===== config.mk =====
export PLATFORM = sky130hd
export DESIGN_NAME = sprite_rom_arbiter
export DESIGN_NICKNAME = d
export VERILOG_FILES = /design/src/rtl/tts_gfx_pkg.sv /design/src/rtl/sprite_rom_arbiter_rr_pick.sv /design/src/rtl/sprite_rom_arbiter.sv
export SDC_FILE = /design/constraint.sdc
export NUM_CORES = 1
export LEC_CHECK = 0
export ABC_AREA = 1
export CAP_MARGIN = 5
export CORE_ASPECT_RATIO = 0.5
export CORE_MARGIN = 2
export CORE_UTILIZATION = 50
export DETAILED_ROUTE_END_ITERATION = 8
export PLACE_DENSITY = 0.95
export SETUP_SLACK_MARGIN = 0.15
export SLEW_MARGIN = 30
export SYNTH_ARGS = -nofsm -noshare
export SYNTH_HDL_FRONTEND = slang
export SYNTH_SLANG_ARGS = --single-unit

===== constraint.sdc =====
create_clock -name pixel_clk -period 5.5 [get_ports pixel_clk]
set_input_delay 1.375 -clock pixel_clk [delete_from_list [all_inputs] [get_ports pixel_clk]]
set_output_delay 1.375 -clock pixel_clk [all_outputs]
set_load 0.01 [all_outputs]

===== src/rtl/tts_gfx_pkg.sv =====
// Shared graphics-subsystem constants: default ROM geometry, requester indices
// and the sprite ROM arbiter state encoding.
package tts_gfx_pkg;

  localparam int ROM_LAT = 2;
  localparam int ADDR_W  = 10;
  localparam int DATA_W  = 12;

  localparam int REQ_PLAYER = 0;
  localparam int REQ_ENEMY  = 1;
  localparam int REQ_BG     = 2;
  localparam int REQ_HUD    = 3;

  typedef enum logic {
    ARB  = 1'b0,
    LOCK = 1'b1
  } arb_state_t;

endpackage


===== src/rtl/sprite_rom_arbiter_rr_pick.sv =====
// Combinational round-robin picker: first asserted request at or above ptr,
// searching upward and wrapping back to index 0.
module rr_pick #(
  parameter int NUM_REQ = 4,
  localparam int IDX_W  = $clog2(NUM_REQ)
) (
  input  logic [NUM_REQ-1:0] req,
  input  logic [IDX_W-1:0]   ptr,
  output logic [NUM_REQ-1:0] onehot,
  output logic [IDX_W-1:0]   idx,
  output logic               any
);

  always_comb begin
    int j;
    onehot = '0;
    idx    = '0;
    any    = 1'b0;
    j      = 0;
    for (int k = 0; k < NUM_REQ; k++) begin
      j = int'(ptr) + k;
      if (j >= NUM_REQ) j = j - NUM_REQ;
      if (!any && req[j]) begin
        any       = 1'b1;
        idx       = IDX_W'(j);
        onehot[j] = 1'b1;
      end
    end
  end

endmodule


===== src/rtl/sprite_rom_arbiter.sv =====
// Round-robin arbiter for the shared sprite ROM read port with burst lock and
// ID-tagged fixed-latency return. Define BLANK_ONLY_EN to grant only during blanking.
module sprite_rom_arbiter #(
  parameter int NUM_REQ   = 4,
  parameter int ADDR_W    = tts_gfx_pkg::ADDR_W,
  parameter int DATA_W    = tts_gfx_pkg::DATA_W,
  parameter int ROM_LAT   = tts_gfx_pkg::ROM_LAT,
  parameter int MAX_BURST = 8
) (
  input  logic                        pixel_clk,
  input  logic                        reset,
  input  logic                        video_enable,
  input  logic [NUM_REQ-1:0]          req,
  input  logic [NUM_REQ-1:0]          req_lock,
  input  logic [NUM_REQ*ADDR_W-1:0]   req_addr,
  output logic [NUM_REQ-1:0]          gnt,
  output logic                        rom_en,
  output logic [ADDR_W-1:0]           rom_addr,
  input  logic [DATA_W-1:0]           rom_data,
  output logic                        rd_valid,
  output logic [$clog2(NUM_REQ)-1:0]  rd_id,
  output logic [DATA_W-1:0]           rd_data
);
  import tts_gfx_pkg::*;

  localparam int IDX_W = $clog2(NUM_REQ);
  localparam int CNT_W = $clog2(MAX_BURST + 1);

  arb_state_t         state, state_n;
  logic [IDX_W-1:0]   ptr, ptr_n;
  logic [IDX_W-1:0]   owner, owner_n;
  logic [CNT_W-1:0]   burst, burst_n;
  logic               grant_ok;
  logic [IDX_W-1:0]   grant_id;
  logic [NUM_REQ-1:0] gnt_n;
  logic               allow;

  logic [NUM_REQ-1:0] pick_onehot;
  logic [IDX_W-1:0]   pick_idx;
  logic               pick_any;

  logic [IDX_W-1:0]   gnt_id_p0;
  logic               vld_p [ROM_LAT];
  logic [IDX_W-1:0]   id_p  [ROM_LAT];

  function automatic logic [IDX_W-1:0] next_idx(input logic [IDX_W-1:0] i);
    return (i == IDX_W'(NUM_REQ - 1)) ? '0 : i + 1'b1;
  endfunction

`ifdef BLANK_ONLY_EN
  assign allow = ~video_enable;
`else
  logic unused_video_enable;
  assign unused_video_enable = video_enable;
  assign allow = 1'b1;
`endif

  rr_pick #(.NUM_REQ(NUM_REQ)) u_pick (
    .req    (req),
    .ptr    (ptr),
    .onehot (pick_onehot),
    .idx    (pick_idx),
    .any    (pick_any)
  );

  always_ff @(posedge pixel_clk or posedge reset) begin
    if (reset) begin
      state <= ARB;
      ptr   <= '0;
      owner <= '0;
      burst <= '0;
    end else begin
      state <= state_n;
      ptr   <= ptr_n;
      owner <= owner_n;
      burst <= burst_n;
    end
  end

  // Exit from LOCK is checked before re-granting, so the exit cycle issues nothing.
  always_comb begin
    state_n  = state;
    ptr_n    = ptr;
    owner_n  = owner;
    burst_n  = burst;
    grant_ok = 1'b0;
    grant_id = pick_idx;
    gnt_n    = '0;
    case (state)
      ARB: begin
        if (pick_any && allow) begin
          grant_ok = 1'b1;
          grant_id = pick_idx;
          gnt_n    = pick_onehot;
          ptr_n    = next_idx(pick_idx);
          if (req_lock[pick_idx]) begin
            state_n = LOCK;
            owner_n = pick_idx;
            burst_n = CNT_W'(1);
          end
        end
      end
      LOCK: begin
        if (!req[owner] || !req_lock[owner] ||
            (burst == CNT_W'(MAX_BURST)) || !allow) begin
          state_n = ARB;
          ptr_n   = next_idx(owner);
          burst_n = '0;
        end else begin
          grant_ok     = 1'b1;
          grant_id     = owner;
          gnt_n[owner] = 1'b1;
          burst_n      = burst + 1'b1;
        end
      end
      default: state_n = ARB;
    endcase
  end

  // Stage p0: registered grant, ROM strobe and address
  always_ff @(posedge pixel_clk or posedge reset) begin
    if (reset) begin
      gnt       <= '0;
      rom_en    <= 1'b0;
      rom_addr  <= '0;
      gnt_id_p0 <= '0;
    end else begin
      gnt       <= gnt_n;
      rom_en    <= grant_ok;
      gnt_id_p0 <= grant_id;
      if (grant_ok) rom_addr <= req_addr[int'(grant_id)*ADDR_W +: ADDR_W];
    end
  end

  // Tag pipeline: ROM_LAT stages, last stage lines up with rom_data
  always_ff @(posedge pixel_clk or posedge reset) begin
    if (reset) begin
      for (int k = 0; k < ROM_LAT; k++) begin
        vld_p[k] <= 1'b0;
        id_p[k]  <= '0;
      end
    end else begin
      vld_p[0] <= rom_en;
      id_p[0]  <= gnt_id_p0;
      for (int k = 1; k < ROM_LAT; k++) begin
        vld_p[k] <= vld_p[k-1];
        id_p[k]  <= id_p[k-1];
      end
    end
  end

  // Return stage: registered copy of ROM data with its owner tag
  always_ff @(posedge pixel_clk or posedge reset) begin
    if (reset) begin
      rd_valid <= 1'b0;
      rd_id    <= '0;
      rd_data  <= '0;
    end else begin
      rd_valid <= vld_p[ROM_LAT-1];
      if (vld_p[ROM_LAT-1]) begin
        rd_id   <= id_p[ROM_LAT-1];
        rd_data <= rom_data;
      end
    end
  end

endmodule


==> impl_summary.txt, run 1 <==
----------------------------------------------------
[Worst setup path]
  Kind of critical path ... in -> reg
  Nature of the critical path endpoint ... flop
  Slowest-stage cell, CP ... sky130_fd_sc_hd__clkdlybuf4s50_1
  Top fanout value on the critical path ... 21
  Most Frequent Cell on Critical Path ... sky130_fd_sc_hd__nand2_1
  CP peak stage delay ... 0.56 ns
  Startpoint Class ... primary input
  Arr. time, crit path ... 4.09 ns
  CP Cell Sequence ... clkdlybuf4s50_1, nand3_1, nand3_1, o211ai_1, inv_2, nand2_2, inv_2, nand2_1, nand2_2, nand2_1, nand3_1, nand2_1, nand2_1, nand2_1
  Critical path data required time ... 5.67 ns

[Global route]
  Pin count of the biggest net entering global routing ... 48
  Number of global-route vias before repair ... 2,660
  Global routing met2 resource utilization ... 41.73%
  Met1 global-route usage ... 29.37%
  Residual overflow from global routing ... 0
  Global-route wire length before repair ... 12,240 µm
  Busiest layer in global routing ... met2
  GR Layer Usage met3 ... 6.172%
  Number of antenna violations at the first check in global routing ... 0
  GRT Overall Usage ... 23.72%

[Die]
  Core region area ... 0.005563 mm²
  Vertical die dimension ... 58.02 µm
  Chip Width ... 112.0 µm
  Initial core utilization ... 52.45%
  Overall die area ... 0.006500 mm²
  Cell row count ... 19
  Top Ports ... 93

[Detailed routing]
  Post-Route WL ... 7269 µm
  Starting DRT DRC Count ... 132
  Detail Route Antenna Nets ... 0
  WL/cell ... 13.39 µm
  Remaining routing DRC violations ... 0
  Post-detailed-route via-to-cell ratio ... 5.077
  Number of vias in the routed layout ... 2,757
  Iteration count of the initial detailed-routing pass ... 4

[Synth]
  Syn avg cell area ... 7.618 µm²
  Warning count from the yosys run ... 0
  Synthesized net count ... 457
  Mux cell area share after synthesis ... 5.403%
  Number of synthesized register bits ... 47
  Fraction of the yosys area taken by sequential cells ... 40.31%
  Post-synthesis instance area ... 0.002918 mm²
  Count of distinct cell types in the synthesized netlist ... 30
  Ranking of synthesized cells by area ... sky130_fd_sc_hd__dfrtp_1, sky130_fd_sc_hd__nand2_1, sky130_fd_sc_hd__nand3_1
  Count of mapped cells out of synthesis ... 383
  Post-Synth Simple-Gate Area ... 32.50%
  Leading area contributor after synthesis ... sky130_fd_sc_hd__dfrtp_1
  Fraction of synthesized cell area in xor and xnor cells ... 0.3002%
  Arithmetic-cell share of the synthesized area counting full adders, half adders and majority gates ... 4.717%
  Synth Area in Compound Gates ... 5.403%
  Largest family of logic cells by synthesized area ... simple AND/OR/NAND/NOR gates
  Yosys top cell area share ... 40.31%

[Finish]
  Diodes inserted ... 0
  Area added between synthesis and finish ... 37.82%
  Number of nets in the final layout ... 543
  Share of post-route cells with drive strength above 1 ... 11.28%

[Timing]
  Final max-slew violation count ... 0
  Fin Setup TNS ... 0 ns
  Portion of the clock cycle consumed by the worst path in the final layout ... 71.31%
  Worst slew margin ... 48.89%
  Clock period minus final worst setup slack ... 3.922 ns
  Unrepaired setup endpoints after global routing ... false
  Setup Skew ... 0.006675 ns
  Final Hold Fails ... 0
  Slew @ Worst Pin ... 0.7658 ns
  Maximum clock frequency ... 255.0 MHz
  Final setup violation count ... 0
  Post-route setup slack ... 1.578 ns

[Placement]
  Final GP Congestion ... 0.9361
  Number of port buffers ... 91
  Place WS ... 1.319 ns
  Final HPWL from detailed placement ... 5313 µm

[Clocking]
  Clock tree from TritonCTS ... done
  Number of buffers created by CTS ... 5
  Sink Count ... 47
  Cts hold-fix bufs ... 0
  Cell at the root of the clock tree ... sky130_fd_sc_hd__clkbuf_16
  Number of gates resized after CTS ... 0
  Clock Pin Slew Worst Setup and Hold Paths ... 0.06 ns
  Deepest clock path buffer count ... 2
  Number of buffers inserted to repair setup after CTS ... 0
  Number of H-tree levels ... 2
  Clock latency at the later pin of the worst-skew pair ... 0.29 ns

[Run]
  Max-cap viol count ... 0

[Power and ir drop]
  Ratio of total power to cell area ... 664.2 mW/mm²
  IR drop worst, VDD ... 0.3988 mV
  Leak Pwr ... 2.061 nW

[Min path]
  Class of the tightest hold or removal check ... reg -> reg

[Outcome]
  Status ... finished, final reports clean

----------------------------------------------------
[critical path, delay by kind of cell]
kind                   cells  cell delay (ns)
AOI/OAI and AO/OA          1             0.10
and+or+nand+nor           10             1.79
buffers and inverters      3             0.82
[layer usage]
layer | share of wire (%) | routed length (µm)
met5 | 0 | 0
met4 | 1.8 | 128
met3 | 9.2 | 672
met2 | 50 | 3609
met1 | 39 | 2858
[registers in the layout, indices dropped and copies added (netlist names)]
signal     flops
ptr            2
rd_id          2
owner          2
rom_addr      10
rd_valid       1
rom_en         1
gnt_id_p0      2
state          1
vld_p          2
rd_data       12
burst          4
id_p           4
gnt            4
[worst paths after layout]
check,slack (ns),from,endpoint,cells past startpoint
setup reg to reg,2.12,ptr[0],rom_addr[4],15
setup / recovery,1.58,req[1],rom_addr[4],14
hold / removal,0.35,vld_p[1],vld_p[0],0
min in group asynchronous,1.53,reset,rd_data[10],2
max in group asynchronous,3.51,reset,ptr[1],2
hold reg to reg,0.35,vld_p[1],vld_p[0],0
[synth_stat cells]
cell type,count
sky130_fd_sc_hd__nand2_1,111
sky130_fd_sc_hd__nand3_1,64
sky130_fd_sc_hd__inv_1,60
sky130_fd_sc_hd__dfrtp_1,47
sky130_fd_sc_hd__mux2_2,14
sky130_fd_sc_hd__ha_1,11
sky130_fd_sc_hd__nand2_2,11
sky130_fd_sc_hd__a21oi_1,8
sky130_fd_sc_hd__inv_2,7
sky130_fd_sc_hd__o21ai_0,7
sky130_fd_sc_hd__buf_2,6
sky130_fd_sc_hd__nand3_2,5
sky130_fd_sc_hd__nor2_1,5
sky130_fd_sc_hd__a22oi_1,4
sky130_fd_sc_hd__buf_4,3
sky130_fd_sc_hd__a31oi_1,2
sky130_fd_sc_hd__clkbuf_1,2
sky130_fd_sc_hd__nand2_4,2
sky130_fd_sc_hd__nand4_1,2
sky130_fd_sc_hd__o21ai_1,2
sky130_fd_sc_hd__a21boi_0,1
sky130_fd_sc_hd__a21oi_2,1
sky130_fd_sc_hd__buf_6,1
sky130_fd_sc_hd__inv_6,1
sky130_fd_sc_hd__nand4_4,1
sky130_fd_sc_hd__nor2_2,1
sky130_fd_sc_hd__nor2_4,1
sky130_fd_sc_hd__o211ai_1,1
sky130_fd_sc_hd__o22ai_1,1
sky130_fd_sc_hd__xor2_1,1
[power by group]
group / total (mW) / internal (mW) / switching, mW
combinational: 1.67 / 0.639 / 1.03
clock: 0.346 / 0.216 / 0.131
sequential: 0.652 / 0.513 / 0.139
[cell usage in the layout (no fill, tap or decap), types with 4 or more instances in the layout]
cell type and n:
sky130_fd_sc_hd__a21oi_1 8, sky130_fd_sc_hd__clkdlybuf4s50_1 91, sky130_fd_sc_hd__nand3_2 5, sky130_fd_sc_hd__a22oi_1 4, sky130_fd_sc_hd__inv_1 59, sky130_fd_sc_hd__inv_2 7, sky130_fd_sc_hd__nor2_1 5, sky130_fd_sc_hd__nand2_1 111
sky130_fd_sc_hd__mux2_2 14, sky130_fd_sc_hd__clkbuf_16 5, sky130_fd_sc_hd__dfrtp_1 47, sky130_fd_sc_hd__ha_1 11, sky130_fd_sc_hd__nand3_1 64, sky130_fd_sc_hd__o21ai_0 7, sky130_fd_sc_hd__nand2_2 11
[final cells by class]
class	instances	area, µm²
clock buffer	5	125.1
clock inverter	3	46.29
fill	437	1541
inverter	68	261.5
multi-input combinational	256	1410
sequential	47	1176
tap	73	91.34
timing repair buffer	91	910.9
[per-stage QoR]
step | total power, mW | util, % | hold WS, ns | cells | instance area (µm²)
final | 2.671 | 72.29 | 0.3462 | 543 | 4021
after global routing | 2.912 | 72.29 | 0.3482 | 543 | 4021
after detailed placement | 2.301 | 69.19 | 0.3371 | 535 | 3849
after CTS | 2.674 | 72.27 | 0.3483 | 543 | 4020
after floorplan | 1.821 | - | 0.3312 | 383 | 2918
after global placement | 2.236 | 69.19 | 0.3320 | 535 | 3849
[kinds of logic (layout without fill, tap and decap cells)]
| group | count (synthesis) | count (layout) |
|---|---|---|
| xor+xnor | 1 | 1 |
| fa+ha+maj | 11 | 11 |
| compound gates | 27 | 27 |
| simple gates | 203 | 203 |
| buf+inv | 80 | 167 |
| flops | 47 | 47 |
| mux | 14 | 14 |
No activity file was read; power rests on OpenSTA's default activity.
==> run 2, diff against run 1 <==
Settings changed: CORE_UTILIZATION 50 to 42, PLACE_DENSITY 0.95 to 0.89.
Clock period 5.5 ns to 3.4 ns, I/O delays scaled along.
==> impl_summary.txt, run 2 (synthesis gave the netlist of run 1 again) <==
----------------------------------------------------
[Clocking]
  Clock Pin Slew Worst Setup and Hold Paths ... 0.07 ns (was 0.06 ns)
  Clock latency at the later pin of the worst-skew pair ... 0.28 ns (was 0.29 ns)
  Deepest clock path buffer count ... 2 (unchanged)
  Sink Count ... 47 (unchanged)
  Clock tree from TritonCTS ... done (unchanged)
  Cell at the root of the clock tree ... sky130_fd_sc_hd__clkbuf_16 (unchanged)
  Number of H-tree levels ... 2 (unchanged)
  Cts hold-fix bufs ... 0 (unchanged)
  Number of gates resized after CTS ... 0 (unchanged)
  Number of buffers created by CTS ... 5 (unchanged)
  Number of buffers inserted to repair setup after CTS ... 0 (unchanged)

[Worst setup path]
  CP Cell Sequence ... inv_6, ha_1, inv_1, nand3_2, nand2_4, nor2_4, nor2_2, nand2_2, nand3_2, nand2_2, nand2_1, nand3_1, nand2_1, nand2_1, nand2_1 (was clkdlybuf4s50_1, nand3_1, nand3_1, o211ai_1, inv_2, nand2_2, inv_2, nand2_1, nand2_2, nand2_1, nand3_1, nand2_1, nand2_1, nand2_1)
  Kind of critical path ... reg -> reg (was in -> reg)
  Top fanout value on the critical path ... 21 (unchanged)
  Startpoint Class ... flop (was primary input)
  Nature of the critical path endpoint ... flop (unchanged)
  Slowest-stage cell, CP ... sky130_fd_sc_hd__dfrtp_1 (was sky130_fd_sc_hd__clkdlybuf4s50_1)
  Critical path data required time ... 3.58 ns (was 5.67 ns)
  Arr. time, crit path ... 3.06 ns (was 4.09 ns)
  CP peak stage delay ... 0.70 ns (was 0.56 ns)
  Most Frequent Cell on Critical Path ... sky130_fd_sc_hd__nand2_1 (unchanged)

[Global route]
  Residual overflow from global routing ... 0 (unchanged)
  GRT Overall Usage ... 19.20% (was 23.72%)
  Number of antenna violations at the first check in global routing ... 0 (unchanged)
  Pin count of the biggest net entering global routing ... 48 (unchanged)
  Global-route wire length before repair ... 11,990 µm (was 12,240 µm)
  Number of global-route vias before repair ... 2,685 (was 2,660)

[Timing]
  Unrepaired setup endpoints after global routing ... false (unchanged)
  Final Hold Fails ... 0 (unchanged)
  Final setup violation count ... 0 (unchanged)
  Slew @ Worst Pin ... 0.7693 ns (was 0.7658 ns)
  Setup Skew ... 0.007355 ns (was 0.006675 ns)
  Fin Setup TNS ... 0 ns (unchanged)
  Post-route setup slack ... 0.5154 ns (was 1.578 ns)
  Final max-slew violation count ... 0 (unchanged)
  Maximum clock frequency ... 346.7 MHz
  Worst slew margin ... 48.65% (was 48.89%)
  Clock period minus final worst setup slack ... 2.885 ns
  Portion of the clock cycle consumed by the worst path in the final layout ... 84.84%

[Outcome]
  Status ... finished, final reports clean (unchanged)

[Detailed routing]
  Post-Route WL ... 7046 µm (was 7269 µm)
  Number of vias in the routed layout ... 2,809 (was 2,757)
  Iteration count of the initial detailed-routing pass ... 5 (was 4)
  Post-detailed-route via-to-cell ratio ... 4.972 (was 5.077)
  Remaining routing DRC violations ... 0 (unchanged)
  Starting DRT DRC Count ... 146 (was 132)
  Detail Route Antenna Nets ... 0 (unchanged)
  WL/cell ... 12.47 µm (was 13.39 µm)

[Die]
  Core region area ... 0.006700 mm² (was 0.005563 mm²)
  Vertical die dimension ... 62.94 µm (was 58.02 µm)
  Cell row count ... 21 (was 19)
  Top Ports ... 93 (unchanged)
  Overall die area ... 0.007670 mm² (was 0.006500 mm²)
  Initial core utilization ... 43.55% (was 52.45%)
  Chip Width ... 121.9 µm (was 112.0 µm)

[Finish]
  Area added between synthesis and finish ... 39.45% (was 37.82%)
  Diodes inserted ... 0 (unchanged)
  Top flop regs ... rd_data (12), rom_addr (10) (unchanged)
  Filler cell count in the final layout ... 558 (was 437)
  Largest Register ... rd_data (unchanged)
  Share of post-route cells with drive strength above 1 ... 11.84% (was 11.28%)
  Largest register FFs ... 12 (unchanged)
  Number of nets in the final layout ... 546 (was 543)
  FF+latch area ... 0.001176 mm² (unchanged)
  Highest-count cells in the layout ignoring fill and taps ... sky130_fd_sc_hd__nand2_1, sky130_fd_sc_hd__clkdlybuf4s50_1, sky130_fd_sc_hd__nand3_1 (unchanged)
  Commonest non-fill, non-tap cell in the layout ... sky130_fd_sc_hd__nand2_1 (unchanged)
  Area taken by multi-input logic gates ... 0.001410 mm² (unchanged)

[Power and ir drop]
  IR drop worst, VDD ... 0.5132 mV (was 0.3988 mV)
  Ratio of total power to cell area ... 1066 mW/mm² (was 664.2 mW/mm²)
  Leak Pwr ... 2.079 nW (was 2.061 nW)

[Placement]
  Place WS ... 0.3569 ns (was 1.319 ns)
  Final HPWL from detailed placement ... 5102 µm (was 5313 µm)
  Number of port buffers ... 91 (unchanged)
  Final GP Congestion ... 0.8881 (was 0.9361)

[Run]
  Max-cap viol count ... 0 (unchanged)

[Min path]
  Class of the tightest hold or removal check ... reg -> reg (unchanged)

----------------------------------------------------
## run 2: final timing paths
kind	endpoint	slack (ns)	from	cells past startpoint
max	rom_addr[3]	0.52	ptr[0]	15
max in group asynchronous	rd_id[1]	1.92	reset	2
min in group asynchronous	gnt[1]	1.01	reset	2
min	id_p[3]	0.35	gnt_id_p0[1]	0
min reg2reg	id_p[3]	0.35	gnt_id_p0[1]	0
max reg2reg	rom_addr[3]	0.52	ptr[0]	15
## run 2: cell type report
class                      count  share of cell area (%)
clock buffer                   5                   3.075
clock inverter                 3                   1.169
inverter                      68                   6.427
multi-input combinational    256                   34.66
sequential                    47                   28.91
tap                           92                   2.829
timing repair buffer          94                   22.94
## run 2: where the power goes
part | switching (mW) | total (mW) | internal, mW
Clock | 0.212 | 0.562 | 0.351
Sequential | 0.209 | 1.04 | 0.829
Combinational | 1.67 | 2.74 | 1.07
## run 2: critical path, delay by kind of cell, from the launching register on
| kind | cells | cell delay, ns |
|---|---|---|
| adders and majority gates | 1 | 0.41 |
| DFF | 1 | 0.70 |
| buffers and inverters | 2 | 0.22 |
| and+or+nand+nor | 12 | 1.44 |
## run 2: through the flow
step                      cell area (µm²)  util (%)  power (mW)  hold WS [ns]  std cells
final                                4069     60.73       4.339        0.3483        565
after global routing                 4069     60.73       4.757        0.3608        565
after CTS                            4068     60.71       4.326        0.3502        565
after detailed placement             3895     58.13       3.718        0.3365        557
after global placement               3895     58.13       3.643        0.3329        557
after floorplan                      2918         -       2.945        0.3312        383
## run 2: routing by layer
layer / routed length, µm / part of all wire [%] / track usage, %
met5: 0 / 0 / 0
met4: 133 / 1.9 / 6.034
met3: 436 / 6.2 / 3.558
met2: 3408 / 48 / 32.96
met1: 3068 / 44 / 24.56
==> run 3, diff against run 2 <==
Clock period 3.4 ns to 2.5 ns, I/O delays scaled along.
==> impl_summary.txt, run 3 (synthesis gave the netlist of run 1 again) <==
----------------------------------------------------
[Outcome]
  Status ... finished, final reports clean (unchanged)

[Global route]
  GRT Overall Usage ... 20.14% (was 19.20%)
  Pin count of the biggest net entering global routing ... 48 (unchanged)
  Residual overflow from global routing ... 0 (unchanged)
  Number of global-route vias before repair ... 2,729 (was 2,685)
  Global-route wire length before repair ... 12,610 µm (was 11,990 µm)
  Number of antenna violations at the first check in global routing ... 0 (unchanged)

[Finish]
  Core Util, Final ... 64.11% (was 60.73%)
  Share of post-route cells with drive strength above 1 ... 16.53% (was 11.84%)
  Number of nets in the final layout ... 569 (was 546)
  Top flop regs ... rd_data (12), rom_addr (10) (unchanged)
  Commonest non-fill, non-tap cell in the layout ... sky130_fd_sc_hd__nand2_1 (unchanged)
  Post-Layout Inst Area ... 0.004295 mm² (was 0.004069 mm²)
  Highest-count cells in the layout ignoring fill and taps ... sky130_fd_sc_hd__nand2_1, sky130_fd_sc_hd__clkdlybuf4s50_1, sky130_fd_sc_hd__nand3_1 (unchanged)
  Filler cell count in the final layout ... 540 (was 558)
  Area added between synthesis and finish ... 47.21% (was 39.45%)
  Largest register FFs ... 12 (unchanged)
  Largest Register ... rd_data (unchanged)
  Diodes inserted ... 0 (unchanged)

[Detailed routing]
  Iteration count of the initial detailed-routing pass ... 5 (unchanged)
  Number of vias in the routed layout ... 2,912 (was 2,809)
  WL/cell ... 12.73 µm (was 12.47 µm)
  Starting DRT DRC Count ... 180 (was 146)
  Remaining routing DRC violations ... 0 (unchanged)
  Post-detailed-route via-to-cell ratio ... 4.952 (was 4.972)
  Post-Route WL ... 7486 µm (was 7046 µm)
  Detail Route Antenna Nets ... 0 (unchanged)

[Timing]
  Unrepaired setup endpoints after global routing ... false (unchanged)
  Final max-slew violation count ... 0 (unchanged)
  Slew @ Worst Pin ... 0.5697 ns (was 0.7693 ns)
  Hold WS ... 0.3537 ns (was 0.3483 ns)
  Clock period minus final worst setup slack ... 2.182 ns (was 2.885 ns)
  Setup Skew ... 0.006435 ns (was 0.007355 ns)
  Worst slew margin ... 62.02% (was 48.65%)
  Final setup violation count ... 0 (unchanged)
  Portion of the clock cycle consumed by the worst path in the final layout ... 87.28% (was 84.84%)
  Maximum clock frequency ... 458.3 MHz (was 346.7 MHz)
  Final Hold Fails ... 0 (unchanged)

[Die]
  Core region area ... 0.006700 mm² (unchanged)
  Top Ports ... 93 (unchanged)
  Cell row count ... 21 (unchanged)
  Vertical die dimension ... 62.94 µm (unchanged)
  Chip Width ... 121.9 µm (unchanged)
  Overall die area ... 0.007670 mm² (unchanged)
  Initial core utilization ... 43.55% (unchanged)

[Power and ir drop]
  IR drop worst, VDD ... 0.6194 mV (was 0.5132 mV)
  Total power draw ... 6.391 mW (was 4.339 mW)
  Leak Pwr ... 2.230 nW (was 2.079 nW)
  Ratio of total power to cell area ... 1488 mW/mm² (was 1066 mW/mm²)

[Clocking]
  Number of buffers created by CTS ... 5 (unchanged)
  Clock latency at the later pin of the worst-skew pair ... 0.28 ns (about the same)
  Clock tree from TritonCTS ... done (unchanged)
  Deepest clock path buffer count ... 2 (unchanged)
  Cts hold-fix bufs ... 0 (unchanged)
  Number of H-tree levels ... 2 (unchanged)
  Cell at the root of the clock tree ... sky130_fd_sc_hd__clkbuf_16 (unchanged)
  Sink Count ... 47 (unchanged)
  Clock Pin Slew Worst Setup and Hold Paths ... 0.07 ns (about the same)

[Worst setup path]
  Critical path data required time ... 2.65 ns (was 3.58 ns)
  Startpoint Class ... flop (unchanged)
  Nature of the critical path endpoint ... flop (unchanged)
  Arr. time, crit path ... 2.34 ns (was 3.06 ns)
  Kind of critical path ... reg -> reg (unchanged)
  Top fanout value on the critical path ... 5 (was 21)

[Placement]
  Final GP Congestion ... 0.9124 (was 0.8881)
  Final HPWL from detailed placement ... 5744 µm (was 5102 µm)
  Cell area after placement ... 0.004068 mm² (was 0.003895 mm²)
  Number of port buffers ... 91 (unchanged)

[Min path]
  Class of the tightest hold or removal check ... reg -> reg (unchanged)

[Run]
  Max-cap viol count ... 0 (unchanged)

----------------------------------------------------
run 3: changes by cell type in the layout (fill, tap and decap cells not counted), moves of 2 or more:
| cell | change |
|---|---|
| sky130_fd_sc_hd__buf_12 | +3 |
| sky130_fd_sc_hd__buf_4 | +20 |
| sky130_fd_sc_hd__clkdlybuf4s50_1 | -4 |
| sky130_fd_sc_hd__dlymetal6s2s_1 | +4 |
| sky130_fd_sc_hd__inv_1 | -2 |
| sky130_fd_sc_hd__inv_2 | +3 |
| sky130_fd_sc_hd__inv_6 | -2 |
run 3: area by class of cell:
cell class / instances / area [µm²] / share of cell area [%]
Sequential cell: 47 / 1176 / 27.38
Multi-Input combinational cell: 256 / 1435 / 33.41
Timing Repair Buffer: 117 / 1154 / 26.86
Inverter: 68 / 260.3 / 6.059
Clock buffer: 6 / 138.9 / 3.233
Clock inverter: 2 / 16.27 / 0.3787
Tap cell: 92 / 115.1 / 2.680
run 3: routing by layer:
metal	vias up	GRT usage, %	wire length, µm
li1	1434	-	-
met1	1344	25.73	3085
met2	118	35.06	3768
met3	16	3.741	490
met4	0	5.460	142
met5	-	0	0
run 3: final timing paths:
path | from | endpoint | slack, ns | cells after the start
min in group asynchronous | reset | gnt[3] | 0.70 | 3
min reg2reg | id_p[3] | id_p[1] | 0.35 | 0
min | id_p[3] | id_p[1] | 0.35 | 0
max | ptr[0] | ptr[1] | 0.32 | 12
max reg2reg | ptr[0] | ptr[1] | 0.32 | 12
max in group asynchronous | reset | owner[1] | 1.58 | 3
run 3: metrics by stage:
| step | instances | setup TNS (ns) | setup WS, ns |
|---|---|---|---|
| 2_1_floorplan | 383 | 0 | 0.3352 |
| 3_3_place_gp | 575 | -0.8454 | -0.08895 |
| 3_5_place_dp | 575 | -2.147 | -0.1732 |
| 4_1_cts | 583 | 0 | 0.1484 |
| 5_1_grt | 588 | 0 | 0.1359 |
| 6_report | 588 | 0 | 0.3180 |
run 3: worst max-delay path: stages (launching register included):
cell and delay [ns]:
sky130_fd_sc_hd__dfrtp_1 0.40, sky130_fd_sc_hd__clkinv_4 0.09, sky130_fd_sc_hd__ha_4 0.26, sky130_fd_sc_hd__inv_2 0.08, sky130_fd_sc_hd__nand3_2 0.10, sky130_fd_sc_hd__nand2_4 0.13, sky130_fd_sc_hd__nand2_1 0.10, sky130_fd_sc_hd__inv_2 0.07
sky130_fd_sc_hd__nand3_1 0.12, sky130_fd_sc_hd__o21ai_0 0.44, sky130_fd_sc_hd__inv_1 0.08, sky130_fd_sc_hd__nor2_1 0.14, sky130_fd_sc_hd__a31oi_1 0.06
run 3: power by group:
part,switching [mW],internal (mW)
logic,2.41,1.93
registers,0.241,1.13
clock network,0.278,0.399
run 3: timing repair:
action / 4_1_cts / 5_1_grt
endpoints found under the setup margin: 6 / 20
pin swaps: 0 / 4
gates resized for setup: 2 / 10
buffers inserted: 0 / 5
